==> config.mk <==
export PLATFORM = sky130hd
export DESIGN_NAME = async_fill_sequencer_flat
export DESIGN_NICKNAME = d
export VERILOG_FILES = /design/src/rtl/async_fill_sequencer_if.sv /design/src/rtl/async_fill_sequencer.sv /design/src/flat_wrapper.sv
export SDC_FILE = /design/constraint.sdc
export NUM_CORES = 1
export LEC_CHECK = 0
export CORE_ASPECT_RATIO = 1.2
export CORE_UTILIZATION = 57
export DETAILED_ROUTE_END_ITERATION = 10
export PLACE_DENSITY = 0.9
export SLEW_MARGIN = 20
export SYNTH_ARGS = -nofsm -noshare
export SYNTH_HDL_FRONTEND = slang
export SYNTH_SLANG_ARGS = --single-unit
==> constraint.sdc <==
create_clock -name clk -period 9.2 [get_ports clk]
set_input_delay 2.76 -clock clk [delete_from_list [all_inputs] [get_ports clk]]
set_output_delay 2.76 -clock clk [all_outputs]
set_load 0.005 [all_outputs]
==> src/rtl/async_fill_sequencer_if.sv <==
// Handshake bundle between the acquisition sequencer and its environment:
// trigger/enable inputs, FIFO backpressure, mux strobes and FIFO write port.
interface async_fill_sequencer_if;
  logic        fill_start;
  logic        fill_stop;
  logic        trigger;
  logic        dat_valid;
  logic        fifo_almost_full;
  logic [10:0] async_num_bursts;

  logic        select_fill_hdr;
  logic        select_waveform_hdr;
  logic        select_dat;
  logic        select_checksum;
  logic        checksum_init;
  logic        checksum_update;
  logic [22:0] current_waveform_num;
  logic [22:0] waveform_start_adr;
  logic [22:0] num_fill_bursts;
  logic        adc_acq_out_we;
  logic [22:0] adc_acq_out_adr;
  logic        trigger_lost;
  logic        overflow_err;
  logic        fill_done;
  logic        busy;

  // Sequencer side
  modport master (
    input  fill_start, fill_stop, trigger, dat_valid, fifo_almost_full,
           async_num_bursts,
    output select_fill_hdr, select_waveform_hdr, select_dat, select_checksum,
           checksum_init, checksum_update, current_waveform_num,
           waveform_start_adr, num_fill_bursts, adc_acq_out_we,
           adc_acq_out_adr, trigger_lost, overflow_err, fill_done, busy
  );

  // Environment side (trigger logic, mux, FIFO)
  modport slave (
    output fill_start, fill_stop, trigger, dat_valid, fifo_almost_full,
           async_num_bursts,
    input  select_fill_hdr, select_waveform_hdr, select_dat, select_checksum,
           checksum_init, checksum_update, current_waveform_num,
           waveform_start_adr, num_fill_bursts, adc_acq_out_we,
           adc_acq_out_adr, trigger_lost, overflow_err, fill_done, busy
  );
endinterface

==> src/rtl/async_fill_sequencer.sv <==
// Async-mode acquisition sequencer for one ADC channel. Drives the
// header/data/checksum mux strobes and the DDR3 write FIFO port.
//
// state    | meaning
// ---------+-----------------------------------------------------------
// IDLE     | no fill in progress
// ARMED    | fill open, waiting for a trigger or the end of the window
// WFM_HDR  | issuing a waveform header (stalls on FIFO backpressure)
// DATA     | issuing nb data bursts as dat_valid arrives (never stalls)
// FILL_HDR | issuing the fill header at burst address 0
// CHECKSUM | issuing the checksum word, then back to IDLE
module async_fill_sequencer (
  input  logic                    clk,
  input  logic                    reset,
  async_fill_sequencer_if.master  bus
);

  typedef enum logic [2:0] {
    IDLE     = 3'd0,
    ARMED    = 3'd1,
    WFM_HDR  = 3'd2,
    DATA     = 3'd3,
    FILL_HDR = 3'd4,
    CHECKSUM = 3'd5
  } state_t;

  localparam logic [22:0] WFM_NUM_MAX = 23'h7F_FFFF;

  state_t      r_state;
  logic [22:0] r_adr_cnt;
  logic [22:0] r_wfm_num;
  logic [22:0] r_wfm_start_adr;
  logic [22:0] r_num_fill_bursts;
  logic [22:0] r_out_adr;
  logic [10:0] r_burst_cnt;
  logic [10:0] r_nb;
  logic        r_stop_pend;
  logic        r_we;
  logic        r_trigger_lost;
  logic        r_overflow_err;
  logic        r_fill_done;

  logic        w_sel_wfm;
  logic        w_sel_dat;
  logic        w_sel_fh;
  logic        w_sel_ck;
  logic        w_any_sel;
  logic        w_cks_init;
  logic        w_last_burst;
  logic        w_wfm_sat;
  logic [22:0] w_adr_inc;
  logic [22:0] w_nfb_next;

  // Mux strobes: decode of registered state plus live inputs
  assign w_sel_wfm    = (r_state == WFM_HDR)  && !bus.fifo_almost_full;
  assign w_sel_dat    = (r_state == DATA)     && bus.dat_valid;
  assign w_sel_fh     = (r_state == FILL_HDR) && !bus.fifo_almost_full;
  assign w_sel_ck     = (r_state == CHECKSUM) && !bus.fifo_almost_full;
  assign w_any_sel    = w_sel_wfm | w_sel_dat | w_sel_fh | w_sel_ck;
  assign w_cks_init   = (r_state == IDLE) && bus.fill_start;

  assign w_adr_inc    = r_adr_cnt + 23'd1;
  // num_fill_bursts tracks adr_cnt+1; computed for the value adr_cnt moves to
  assign w_nfb_next   = r_adr_cnt + 23'd2;
  assign w_last_burst = (r_burst_cnt + 11'd1) == r_nb;
  assign w_wfm_sat    = (r_wfm_num == WFM_NUM_MAX);

  // Sequencer FSM, counters and registered outputs
  always_ff @(posedge clk or posedge reset) begin
    if (reset) begin
      r_state           <= IDLE;
      r_adr_cnt         <= '0;
      r_wfm_num         <= '0;
      r_wfm_start_adr   <= '0;
      r_num_fill_bursts <= '0;
      r_out_adr         <= '0;
      r_burst_cnt       <= '0;
      r_nb              <= '0;
      r_stop_pend       <= 1'b0;
      r_we              <= 1'b0;
      r_trigger_lost    <= 1'b0;
      r_overflow_err    <= 1'b0;
      r_fill_done       <= 1'b0;
    end else begin
      r_trigger_lost <= 1'b0;
      r_fill_done    <= 1'b0;

      // The mux registers its output, so the FIFO write trails the select
      r_we <= w_any_sel;
      if (w_any_sel) begin
        r_out_adr <= w_sel_fh ? 23'd0 : r_adr_cnt;
      end

      case (r_state)
        IDLE: begin
          if (bus.fill_start) begin
            // address 0 stays free for the fill header
            r_adr_cnt         <= 23'd1;
            r_num_fill_bursts <= 23'd2;
            r_wfm_num         <= '0;
            r_stop_pend       <= 1'b0;
            r_nb              <= bus.async_num_bursts;
            r_state           <= ARMED;
          end
        end

        ARMED: begin
          if (bus.fill_stop || r_stop_pend) begin
            // end of window wins over a coincident trigger
            r_state <= FILL_HDR;
            if (bus.trigger) begin
              r_trigger_lost <= 1'b1;
            end
          end else if (bus.trigger) begin
            if (w_wfm_sat) begin
              r_trigger_lost <= 1'b1;
            end else begin
              r_wfm_start_adr <= r_adr_cnt;
              r_state         <= WFM_HDR;
            end
          end
        end

        WFM_HDR: begin
          if (bus.trigger) begin
            r_trigger_lost <= 1'b1;
          end
          if (bus.fill_stop) begin
            r_stop_pend <= 1'b1;
          end
          if (w_sel_wfm) begin
            // mux samples the pre-increment index on this edge
            r_adr_cnt         <= w_adr_inc;
            r_num_fill_bursts <= w_nfb_next;
            r_wfm_num         <= r_wfm_num + 23'd1;
            r_burst_cnt       <= '0;
            r_state           <= (r_nb == 11'd0) ? ARMED : DATA;
          end
        end

        DATA: begin
          if (bus.trigger) begin
            r_trigger_lost <= 1'b1;
          end
          if (bus.fill_stop) begin
            r_stop_pend <= 1'b1;
          end
          if (bus.dat_valid) begin
            // datapath cannot stall; a burst under backpressure is flagged
            if (bus.fifo_almost_full) begin
              r_overflow_err <= 1'b1;
            end
            r_adr_cnt         <= w_adr_inc;
            r_num_fill_bursts <= w_nfb_next;
            r_burst_cnt       <= r_burst_cnt + 11'd1;
            if (w_last_burst) begin
              r_state <= r_stop_pend ? FILL_HDR : ARMED;
            end
          end
        end

        FILL_HDR: begin
          if (bus.trigger) begin
            r_trigger_lost <= 1'b1;
          end
          if (w_sel_fh) begin
            r_state <= CHECKSUM;
          end
        end

        CHECKSUM: begin
          if (bus.trigger) begin
            r_trigger_lost <= 1'b1;
          end
          if (w_sel_ck) begin
            r_fill_done <= 1'b1;
            r_state     <= IDLE;
          end
        end

        default: begin
          r_state <= IDLE;
        end
      endcase
    end
  end

  assign bus.select_waveform_hdr  = w_sel_wfm;
  assign bus.select_dat           = w_sel_dat;
  assign bus.select_fill_hdr      = w_sel_fh;
  assign bus.select_checksum      = w_sel_ck;
  assign bus.checksum_init        = w_cks_init;
  assign bus.checksum_update      = w_sel_dat;
  assign bus.current_waveform_num = r_wfm_num;
  assign bus.waveform_start_adr   = r_wfm_start_adr;
  assign bus.num_fill_bursts      = r_num_fill_bursts;
  assign bus.adc_acq_out_we       = r_we;
  assign bus.adc_acq_out_adr      = r_out_adr;
  assign bus.trigger_lost         = r_trigger_lost;
  assign bus.overflow_err         = r_overflow_err;
  assign bus.fill_done            = r_fill_done;
  assign bus.busy                 = (r_state != IDLE);

endmodule

==> src/flat_wrapper.sv <==
// flat-port wrapper written by rule: the top's interface ports become plain ports
module async_fill_sequencer_flat 
  (clk, reset, bus_fill_start, bus_fill_stop, bus_trigger, bus_dat_valid, bus_fifo_almost_full, bus_async_num_bursts, bus_select_fill_hdr, bus_select_waveform_hdr, bus_select_dat, bus_select_checksum, bus_checksum_init, bus_checksum_update, bus_current_waveform_num, bus_waveform_start_adr, bus_num_fill_bursts, bus_adc_acq_out_we, bus_adc_acq_out_adr, bus_trigger_lost, bus_overflow_err, bus_fill_done, bus_busy);
  async_fill_sequencer_if bus_i ();
  input  logic clk;
  input  logic reset;
  input wire logic [$bits(bus_i.fill_start)-1:0] bus_fill_start;
  input wire logic [$bits(bus_i.fill_stop)-1:0] bus_fill_stop;
  input wire logic [$bits(bus_i.trigger)-1:0] bus_trigger;
  input wire logic [$bits(bus_i.dat_valid)-1:0] bus_dat_valid;
  input wire logic [$bits(bus_i.fifo_almost_full)-1:0] bus_fifo_almost_full;
  input wire logic [$bits(bus_i.async_num_bursts)-1:0] bus_async_num_bursts;
  output wire logic [$bits(bus_i.select_fill_hdr)-1:0] bus_select_fill_hdr;
  output wire logic [$bits(bus_i.select_waveform_hdr)-1:0] bus_select_waveform_hdr;
  output wire logic [$bits(bus_i.select_dat)-1:0] bus_select_dat;
  output wire logic [$bits(bus_i.select_checksum)-1:0] bus_select_checksum;
  output wire logic [$bits(bus_i.checksum_init)-1:0] bus_checksum_init;
  output wire logic [$bits(bus_i.checksum_update)-1:0] bus_checksum_update;
  output wire logic [$bits(bus_i.current_waveform_num)-1:0] bus_current_waveform_num;
  output wire logic [$bits(bus_i.waveform_start_adr)-1:0] bus_waveform_start_adr;
  output wire logic [$bits(bus_i.num_fill_bursts)-1:0] bus_num_fill_bursts;
  output wire logic [$bits(bus_i.adc_acq_out_we)-1:0] bus_adc_acq_out_we;
  output wire logic [$bits(bus_i.adc_acq_out_adr)-1:0] bus_adc_acq_out_adr;
  output wire logic [$bits(bus_i.trigger_lost)-1:0] bus_trigger_lost;
  output wire logic [$bits(bus_i.overflow_err)-1:0] bus_overflow_err;
  output wire logic [$bits(bus_i.fill_done)-1:0] bus_fill_done;
  output wire logic [$bits(bus_i.busy)-1:0] bus_busy;
  assign bus_i.fill_start = bus_fill_start;
  assign bus_i.fill_stop = bus_fill_stop;
  assign bus_i.trigger = bus_trigger;
  assign bus_i.dat_valid = bus_dat_valid;
  assign bus_i.fifo_almost_full = bus_fifo_almost_full;
  assign bus_i.async_num_bursts = bus_async_num_bursts;
  assign bus_select_fill_hdr = bus_i.select_fill_hdr;
  assign bus_select_waveform_hdr = bus_i.select_waveform_hdr;
  assign bus_select_dat = bus_i.select_dat;
  assign bus_select_checksum = bus_i.select_checksum;
  assign bus_checksum_init = bus_i.checksum_init;
  assign bus_checksum_update = bus_i.checksum_update;
  assign bus_current_waveform_num = bus_i.current_waveform_num;
  assign bus_waveform_start_adr = bus_i.waveform_start_adr;
  assign bus_num_fill_bursts = bus_i.num_fill_bursts;
  assign bus_adc_acq_out_we = bus_i.adc_acq_out_we;
  assign bus_adc_acq_out_adr = bus_i.adc_acq_out_adr;
  assign bus_trigger_lost = bus_i.trigger_lost;
  assign bus_overflow_err = bus_i.overflow_err;
  assign bus_fill_done = bus_i.fill_done;
  assign bus_busy = bus_i.busy;
  async_fill_sequencer u_core (.clk(clk), .reset(reset), .bus(bus_i));
endmodule
**Word level (Yosys, flattened, before mapping)**

Cells that the tools add are included.

- Add/subtract/negate cells: 4
- Equal/unequal tests: 16
- Muxes and demuxes: 37
- Bitwise gates (word level): 5
- Reductions and logical operators: 24

Operators with widths:

| operator | count |
|---|---|
| $mux 23 | 9 |
| $pmux 23 s3 | 2 |
| $add 23x1->23 const B | 2 |
| $pmux 23 s2 | 1 |
| $mux 3 | 10 |
| $add 23x2->23 const B | 1 |
| $eq 23x23->1 const B | 1 |
| $mux 11 | 2 |
| $pmux 11 s2 | 1 |
| $pmux 3 s6 | 1 |
| $reduce_and 3->1 | 4 |
| $add 11x1->11 const B | 1 |
| $eq 11x11->1 | 1 |
| $logic_not 11->1 | 1 |
| $ne 2x1->1 const B | 5 |
| $mux 1 | 8 |
| $reduce_and 4->1 | 2 |
| $reduce_and 8->1 | 1 |
| $eq 3x2->1 const B | 2 |
| $eq 3x3->1 const B | 2 |
| $reduce_bool 2->1 | 3 |
| $reduce_bool 3->1 | 2 |
| $logic_and 1x1->1 | 5 |
| $ne 2x2->1 const B | 2 |
| 13 further kinds | 17 |

- Register bits: 145
- Output and inout port bits: 103
- Word-level logic and storage cells: 99

**Depth between registers and ports, before layout**

Gate-level depths: netlist (run 1).

- Depth in word-level cells: 5
- Gate-level depth with buffers: 10

**Worst setup path after synthesis (run 1)**

No wires, ideal clock.

- Path type: input-to-output
- From: input bus_fill_start
- To: output bus_checksum_init
- Data arrival time: 3638 ps
- Required time: 6440 ps
- Setup slack: 2802 ps
- Stages on the path: 4
- Path buffers: 3
- Cell sequence: and2_1 > clkbuf_1 > buf_2 > buf_1

- Longest elaborated chain between the ends: 1

Ends and longest elaborated chain:

| what | line | source |
|---|---|---|
| start, declared | flat_wrapper.sv:7 | `input wire logic [$bits(bus_i.fill_start)-1:0] bus_fill_start;` |
| $logic_and 1x1->1 | async_fill_sequencer.sv:60 | `assign w_cks_init = (r_state == IDLE) && bus.fill_start;` |
| end, declared | flat_wrapper.sv:17 | `output wire logic [$bits(bus_i.checksum_init)-1:0] bus_checksum_init;` |

Every way passes these cells.

**Final worst setup path (run 1)**

- From: input bus_dat_valid
- To: output bus_checksum_update

- Longest elaborated chain between the ends: 1

Ends and longest elaborated chain:

| what | line | source |
|---|---|---|
| start, declared | flat_wrapper.sv:10 | `input wire logic [$bits(bus_i.dat_valid)-1:0] bus_dat_valid;` |
| $logic_and 1x1->1 | async_fill_sequencer.sv:56 | `assign w_sel_dat = (r_state == DATA) && bus.dat_valid;` |
| end, declared | flat_wrapper.sv:18 | `output wire logic [$bits(bus_i.checksum_update)-1:0] bus_checksum_update;` |

Every way passes these cells.

==> metrics, run 1 <==
post-synthesis sequential area ratio 0.5165; Fin Setup TNS 0 ns; Req. time, crit path approximately 6.4 ns; fin crit period slightly above 7 ns; ranking of synthesized cells by area dfrtp_1 (52%), nand2_1 (6.1%), mux2_2 (5.6%); Syn Inst Count a little over 700; Final setup viols 0; top-area cell type share of the netlist area 0.5165; Via density 5.989; Die Area around 13000 um2; highest ir drop seen on vdd approximately 0.00015 V; layout cells sized above 1 0.09650; clk root buf clkbuf_16; Port Buf Inserts between 100 and 150; P&R area growth vs syn 26.80%; critical path cell sequence clkdlybuf4s50_1, nand2_1, inv_1, clkdlybuf4s50_1; Async S/R FF share, synth 1.000; worst-skew pair later-pin latency around 0.43 ns; worst r2r src u_core.r_state[0]; number of gates resized after CTS 0; Worst Path Max Fanout 13; via count about 6000; register area 3628 um2; core area approximately 12000 um2; Compound-Gate Fraction of Synth Area 0.1200; status finished, final reports clean; Top FF cell, synth dfrtp_1; initial antenna violation count 0; post-layout utilization of the core 0.7389; Starting Density 0.5827; cell row count 44; CP arrival between 4 and 5 ns; Slew headroom 0.3770; Post-Synth Adder-Cell Area 0.008905; largest net degree at the start of global routing between 80 and 90; Post-Synth XOR/XNOR Area 0.07355; Final #Nets ~840; first-pass GRT wire length roughly 29 mm; Cell Count Post-Placement approximately 960; Worst-path clk slew around 0.060 ns; Fmax around 0.14 GHz; Synthesized Nets 742; Top cell by count, worst path clkdlybuf4s50_1; Routed WL per cell around 18 um; Post-synth EDFFs 0; number of remaining DRC errors 0; die width ~100 um; CTS H-Tree Depth 4; CP peak stage delay 0.59 ns; fin crit share 0.7910; post-synth cell types between 50 and 60; CTS Hold Bufs 0; commonest non-fill, non-tap cell in the layout dfrtp_1; Inserted Diodes 0; # Post-CTS Setup Buffers 0; post-synth top area cell dfrtp_1; vias in the first global route a little under 6000; CTS Buffer Depth 2; final WL between 15 and 20 mm; total track usage 0.2986; synthesized flop and latch total ~150; DR pass1 iterations 5; Die Y around 120 um; fin. max-slew vios 0; TritonCTS clock tree yes; commonest non-fill, non-tap cells in the layout dfrtp_1 (145), clkdlybuf4s50_1 (120), nand2_1 (114); Mapped Area ~7000 um2; dpl hpwl between 10 and 15 mm; io pins about 120; post-synthesis simple-gate area fraction 0.1898; largest family of logic cells by synthesized area simple AND/OR/NAND/NOR gates; Syn Area/Cell approximately 9.8 um2; total global routing overflow 0; Pwr per Cell Area approximately 230 nW/um2; Slowest cell on crit path clkdlybuf4s50_1; CP top delay family buffers and inverters; worst hold path class flop to flop; hold path start u_core.bus.overflow_err; clock sinks roughly 150; Slew @ Worst Pin slightly above 0.9 ns; RSZ-0062 raised after global routing no; LEAKAGE about 3.7 nW; Critical Path Start bus_dat_valid; Initial DRC Count 354; # fillers ~830; YS warnings 0; Setup CP Type input port to primary output; gp weighted congestion between 0.8 and 0.9; CP Launch Type input port; crit path capture type primary output; total of max-cap violations 0; Final Hold Viols 0; TritonCTS Buffers 17; mux share of post-synthesis cell area 0.05610; clk_skew around 0.012 ns; Post-Layout Cell Count 990; Final ANT Viol Nets 0; multi-input combinational cell area 3162 um2; Crit path buffers/inverters 3
-- flip-flops by register name (all words and copies together), names as in the netlist, 3 cells and up --
signal / cells
u_core.r_burst_cnt: 11
u_core.bus.current_waveform_num: 23
u_core.r_nb: 11
u_core.bus.adc_acq_out_adr: 23
u_core.bus.num_fill_bursts: 23
u_core.bus.waveform_start_adr: 23
u_core.r_state: 3
u_core.r_adr_cnt: 23
-- metal layers --
metal	GRT usage	wire [um]	vias up
met5	0	0	-
met4	0.1347	533	0
met3	0.08193	1243	52
met2	0.5029	9369	245
met1	0.3544	6890	2944
li1	-	-	2688
-- path summary, 6_finish.rpt --
path,to,cells past startpoint,slack [ns]
worst min register to register,u_core.bus.overflow_err,1,0.47
worst max-delay path,bus_checksum_update,4,1.92
worst max register to register,u_core.bus.adc_acq_out_adr[11],8,4.99
max in group asynchronous,u_core.r_stop_pend,3,5.24
worst min-delay path,u_core.bus.overflow_err,1,0.47
min in group asynchronous,u_core.bus.num_fill_bursts[17],2,2.77
-- where the power goes --
| part | leakage (nW) | switching [mW] | internal [mW] | total [mW] |
|---|---|---|---|---|
| combinational | 1.49 | 0.316 | 0.221 | 0.538 |
| sequential | 1.97 | 0.0975 | 0.710 | 0.807 |
| clock | 0.293 | 0.272 | 0.454 | 0.726 |
| total | 3.75 | 0.686 | 1.38 | 2.07 |
-- logic make-up (layout without fill, tap and decap cells) --
logic type                 count (synthesis)  count (layout)
and+or+nand+nor                          280             280
DFF                                      145             145
AOI/OAI and AO/OA                        135             135
buffers and inverters                     60             170
xor gates and xnor gates                  59              59
muxes                                     35              35
adders and majority gates                  5               5
-- Yosys cell counts, drive strengths merged (2+ instances only) --
library cell	instances
nor3	10
and2	10
a21o	3
nor4	8
o311ai	3
buf	15
nor2b	3
dfrtp	145
o31ai	16
a2111oi	3
o21a	4
o21ai	42
nand4	12
nand3	22
or2	3
and3	13
mux2	35
inv	13
a31oi	3
xnor2	29
o2111ai	2
nor2	53
o41ai	2
nand2b	8
a211oi	2
a21boi	2
xor2	30
and3b	2
nand2	114
o22ai	2
and4	8
a21oi	44
clkbuf	32
or3	10
ha	5
-- final cells by class --
cell class,instances,area share
clock buffers,19,0.04860
repair buffers,125,0.1395
clock inverters,13,0.02107
flip-flops and latches,145,0.4073
inverters,13,0.006039
well taps,161,0.02261
multi-input cells,514,0.3549
-- metrics by stage --
stage / instance area (um2) / hold WS, ns / setup WS, ns / power [mW]
3_3_place_gp: 8284 / 0.4584 / 1.953 / 1.325
2_1_floorplan: 7025 / 0.4510 / 2.545 / 1.156
5_1_grt: 8909 / 0.4960 / 1.762 / 2.169
6_report: 8909 / 0.4717 / 1.923 / 2.071
4_1_cts: 8905 / 0.4814 / 1.919 / 2.075
3_5_place_dp: 8284 / 0.4689 / 1.933 / 1.344
No activity file was read; power rests on OpenSTA's default activity.
==> inputs of run 2 (changes only) <==
--- a/config.mk
+++ b/config.mk
@@ -6,9 +6,9 @@
 export NUM_CORES = 1
 export LEC_CHECK = 0
 export CORE_ASPECT_RATIO = 1.2
-export CORE_UTILIZATION = 57
+export CORE_UTILIZATION = 53
 export DETAILED_ROUTE_END_ITERATION = 10
-export PLACE_DENSITY = 0.9
+export PLACE_DENSITY = 0.85
 export SLEW_MARGIN = 20
 export SYNTH_ARGS = -nofsm -noshare
 export SYNTH_HDL_FRONTEND = slang
==> constraint.sdc (replaced) <==
create_clock -name clk -period 7.6 [get_ports clk]
set_input_delay 2.28 -clock clk [delete_from_list [all_inputs] [get_ports clk]]
set_output_delay 2.28 -clock clk [all_outputs]
set_load 0.005 [all_outputs]
==> run 2 against run 1 <==
Net effect:
- clock power is 18% higher
- clock skew fell by 0.0052 ns
- cell count up 0.30%
- power is 20% higher
- largest cell class unchanged
- largest power group unchanged
==> metrics, run 2 (synthesis results as in run 1) <==
crit path capture type primary output; Pwr per Cell Area 278.7 nW/um2; Final setup viols 0; TritonCTS Buffers 17; status finished, final reports clean; core area ~13000 um2; # fillers 976; CP peak stage delay 0.59 ns; R2R depth 8; P&R area growth vs syn 26.59%; initial antenna violation count 0; hold_ws ~0.46 ns; fin crit share 0.8314; fin. max-slew vios 0; CP arrival ~4 ns; Sequential Power Share 0.395; Final ANT Viol Nets 0; worst-skew pair later-pin latency 0.43 ns; hold path start u_core.bus.overflow_err; TritonCTS clock tree yes; r2r endpoint u_core.bus.adc_acq_out_adr[3]; Starting Density 0.5497; dpl hpwl about 12 mm; final WL about 18 mm; cell row count 45; Via density a little under 6; Inserted Diodes 0; CTS Hold Bufs 0; Die Area roughly 14000 um2; vias in the first global route about 6000; commonest non-fill, non-tap cell in the layout dfrtp_1; first-pass GRT wire length a little under 30 mm; via count a little under 6000; LEAKAGE about 3.7 nW; worst r2r src u_core.r_state[0]; register area 3628 um2; Fin Setup TNS 0 ns; CTS H-Tree Depth 4; clock sinks 145; clk root buf clkbuf_16; total track usage 0.2780; Pint approximately 1.7 mW; Setup CP Type input port to primary output; fin crit period 6.319 ns; Slew @ Worst Pin between 0.8 and 0.9 ns; Initial DRC Count roughly 380; CP Launch Type input port; Worst Path Max Fanout 13; die width 107.1 um; Hold Crit Depth 1; io pins 121; Worst-path clk slew ~0.060 ns; Die Y between 100 and 150 um; layout cells sized above 1 0.09650; total global routing overflow 0; total of max-cap violations 0; critical path cell sequence clkdlybuf4s50_1, nand2_1, inv_1, clkdlybuf4s50_1; CTS Buffer Depth 2; Fmax 0.1583 GHz; Port Buf Inserts 120; DR pass1 iterations 5; Req. time, crit path roughly 5.3 ns; gp weighted congestion ~0.9; clk_skew about 0.0072 ns; CP top delay family buffers and inverters; commonest non-fill, non-tap cells in the layout dfrtp_1 (145), clkdlybuf4s50_1 (120), nand2_1 (114); worst hold path class flop to flop; Slew headroom 0.4073; Crit path buffers/inverters 3; Reg2Reg Setup Slack around 3.6 ns; logic gate share of total power 0.259; multi-input combinational cell area approximately 3200 um2; Slowest cell on crit path clkdlybuf4s50_1; number of remaining DRC errors 0; worst hold endpoint u_core.bus.overflow_err; Sw Share 0.3334; RSZ-0062 raised after global routing no; Final #Nets roughly 840; Routed WL per cell roughly 18 um; largest net degree at the start of global routing between 90 and 100; number of gates resized after CTS 0; Final Hold Viols 0; highest ir drop seen on vdd roughly 0.00016 V; # Post-CTS Setup Buffers 0; Top cell by count, worst path clkdlybuf4s50_1; Psw ~830 uW; Clock power frac 0.346
-- run 2: cell types whose count changed in the layout (fill, tap and decap cells not counted) --
cell        before  now
clkinv_4         4    2
clkinvlp_4       3    5
buf_4            4    5
buf_6            1    0
bufinv_16        4    3
clkbuf_8         0    1
clkinv_2         2    1
inv_6            1    2
-- run 2: layout make-up --
cell class,instances,area share
inverters,13,0.006050
flip-flops and latches,145,0.4080
multi-input cells,514,0.3555
clock buffers,20,0.05023
well taps,164,0.02307
repair buffers,125,0.1393
clock inverters,12,0.01787
-- run 2: power by group through the flow --
stage	clock, mW	combinational [mW]	sequential [mW]
floorplan	0	0.458	0.942
global placement	0	0.613	0.985
detailed placement	0	0.636	0.988
CTS	0.866	0.646	0.977
global route	0.902	0.710	0.991
finish	0.857	0.643	0.979
-- run 2: worst max-delay path by stage --
stage / start / end / cells past startpoint
5_1_grt: bus_dat_valid / bus_checksum_update / 4
3_3_place_gp: bus_dat_valid / bus_select_dat / 4
3_5_place_dp: bus_dat_valid / bus_checksum_update / 4
2_1_floorplan: reset / u_core.bus.adc_acq_out_adr[0] / 1
6_report: bus_dat_valid / bus_checksum_update / 4
4_1_cts: bus_dat_valid / bus_checksum_update / 4
-- run 2: metrics by stage --
stage | instance area [um2] | utilization | worst slack (ns) | total power [mW] | instances
3_5_place_dp | 8288 | 0.6485 | 1.282 | 1.625 | 961
3_3_place_gp | 8288 | 0.6485 | 1.327 | 1.598 | 961
5_1_grt | 8894 | 0.6958 | 1.185 | 2.602 | 993
4_1_cts | 8894 | 0.6958 | 1.283 | 2.489 | 993
6_report | 8894 | 0.6958 | 1.281 | 2.478 | 993
2_1_floorplan | 7025 | - | 1.425 | 1.399 | 719
-- run 2: layer usage --
layer / GRT usage / vias up / wire, um
met5: 0 / - / 0
met4: 0.1265 / 0 / 459
met3: 0.06151 / 40 / 1155
met2: 0.4694 / 228 / 9172
met1: 0.3397 / 2933 / 7202
li1: - / 2690 / -
==> inputs of run 3 (changes only) <==
--- a/config.mk
+++ b/config.mk
@@ -6,9 +6,9 @@
 export NUM_CORES = 1
 export LEC_CHECK = 0
 export CORE_ASPECT_RATIO = 1.2
-export CORE_UTILIZATION = 53
+export CORE_UTILIZATION = 48
 export DETAILED_ROUTE_END_ITERATION = 10
-export PLACE_DENSITY = 0.85
+export PLACE_DENSITY = 0.81
 export SLEW_MARGIN = 20
 export SYNTH_ARGS = -nofsm -noshare
 export SYNTH_HDL_FRONTEND = slang
==> constraint.sdc (replaced) <==
create_clock -name clk -period 5.25 [get_ports clk]
set_input_delay 1.575 -clock clk [delete_from_list [all_inputs] [get_ports clk]]
set_output_delay 1.575 -clock clk [all_outputs]
set_load 0.005 [all_outputs]
==> run 3 against run 2 <==
Net effect:
- hold slack gained 0.0035 ns
- critical path depth shrank 1
- register-to-register slack lost 1.3 ns
- via count shrank 0.81%
- clock skew grew 0.0088 ns
- sequential power grew 45%
- global-route usage shrank 3.2 points
- clock-buffer cell count shrank 1
- cell count grew 1.5%
- utilization shrank 7.1 points
- die area grew 10%
- critical path type unchanged
- critical endpoint is now bus_select_checksum
- largest power group unchanged
==> metrics, run 3 (synthesis results as in run 1) <==
worst r2r src u_core.r_state[0]; R2R depth 10; DR pass1 iterations 5; Via density between 5 and 6; clk root buf clkbuf_16; Setup CP Type input port to primary output; Fmax 0.2108 GHz; Critical Path Start bus_fifo_almost_full; CTS H-Tree Depth 4; Routed WL per cell approximately 17 um; gp weighted congestion approximately 0.86; P&R area growth vs syn 27.62%; number of gates resized after CTS 0; Final setup viols 0; clock sinks around 150; status finished, final reports clean; via count about 6000; CTS Hold Bufs 0; Slew headroom 0.4478; largest net degree at the start of global routing 108; fin. max-slew vios 0; Worst Path Max Fanout 7; RSZ-0062 raised after global routing no; Final ANT Viol Nets 0; TritonCTS clock tree yes; CP arrival ~3.2 ns; total global routing overflow 0; io pins approximately 120; Die Y around 130 um; Reg2Reg Setup Slack ~2.3 ns; worst hold path class flop to flop; CTS Buffer Depth 2; Initial DRC Count about 360; worst-skew pair later-pin latency 0.43 ns; Fin Setup TNS 0 ns; dpl hpwl ~12 mm; fin crit period approximately 4.7 ns; initial antenna violation count 0; fin crit share 0.9035; Slew @ Worst Pin ~0.82 ns; Hold Crit Depth 1; commonest non-fill, non-tap cell in the layout dfrtp_1; total of max-cap violations 0; Req. time, crit path around 3.7 ns; die width roughly 110 um; Inserted Diodes 0; total track usage 0.2459; Die Area between 15000 and 20000 um2; r2r endpoint u_core.bus.adc_acq_out_adr[4]; crit path capture type primary output; cell row count 48; Final #Nets around 840; highest ir drop seen on vdd 0.0002341 V; number of remaining DRC errors 0; # fillers 1167; core area roughly 14000 um2; clk_skew about 0.016 ns; Port Buf Inserts 120; Worst-path clk slew 0.06 ns; commonest non-fill, non-tap cells in the layout dfrtp_1 (145), clkdlybuf4s50_1 (120), nand2_1 (114); worst hold endpoint u_core.bus.overflow_err; layout cells sized above 1 0.1008; Pwr per Cell Area approximately 410 nW/um2; Final Hold Viols 0; Starting Density 0.4895; post-layout utilization of the core 0.6247; first-pass GRT wire length approximately 29 mm; # Post-CTS Setup Buffers 0; TritonCTS Buffers 17; CP Launch Type input port; vias in the first global route 5744; hold path start u_core.bus.overflow_err; final WL roughly 18 mm; LEAKAGE approximately 3.8 nW
[run 3: cell count changes in the layout (fill, tap and decap cells not counted)]
cell and change:
bufinv_16 +1, clkinvlp_4 -1, buf_12 +1, clkbuf_8 -1, buf_4 +4
[run 3: critical path, cell delays in order]
cell and delay (ns):
clkdlybuf4s50_1 0.58, nor3b_1 0.43, clkdlybuf4s50_1 0.58
[run 3: power by group]
group | switching, mW | internal [mW] | leakage, nW
registers | 0.173 | 1.24 | 1.97
clock network | 0.480 | 0.795 | 0.290
logic | 0.549 | 0.406 | 1.51
total | 1.20 | 2.44 | 3.77
[run 3: per-stage QoR]
step	power, mW	setup slack (ns)	cells	hold WS (ns)	instance area (um2)
floorplan	2.026	1.222	719	0.4510	7029
global placement	2.358	0.4941	977	0.4400	8351
detailed placement	2.379	0.5087	977	0.4495	8351
CTS	3.666	0.5041	1008	0.4631	8966
global route	3.830	0.4379	1008	0.4705	8966
finish	3.647	0.5065	1008	0.4586	8966
[run 3: layer usage]
layer / GRT usage / routed length, um / share of wire / vias to the layer above
met4: 0.1096 / 454 / 0.026 / 0
met2: 0.4199 / 8837 / 0.50 / 220
li1: - / - / - / 2705
met1: 0.2990 / 7238 / 0.41 / 2885
met3: 0.05521 / 1073 / 0.061 / 33
met5: 0 / 0 / 0 / -
[run 3: layout make-up]
class	count	area, um2	area share
Clock buffer	19	432.9	0.04828
Inverter	13	52.55	0.005861
Clock inverter	12	182.7	0.02037
Multi-Input combinational cell	514	3162	0.3526
Tap cell	175	219.0	0.02442
Sequential cell	145	3628	0.4047
Timing Repair Buffer	130	1289	0.1437
[run 3: worst max-delay path by stage]
stage                          endpoint  slack [ns]  cells after the start
global route             bus_select_dat        0.44                      4
CTS                 bus_select_checksum        0.50                      3
global placement    bus_select_checksum        0.49                      3
finish              bus_select_checksum        0.51                      3
floorplan             bus_checksum_init        1.22                      4
detailed placement  bus_select_checksum        0.51                      3
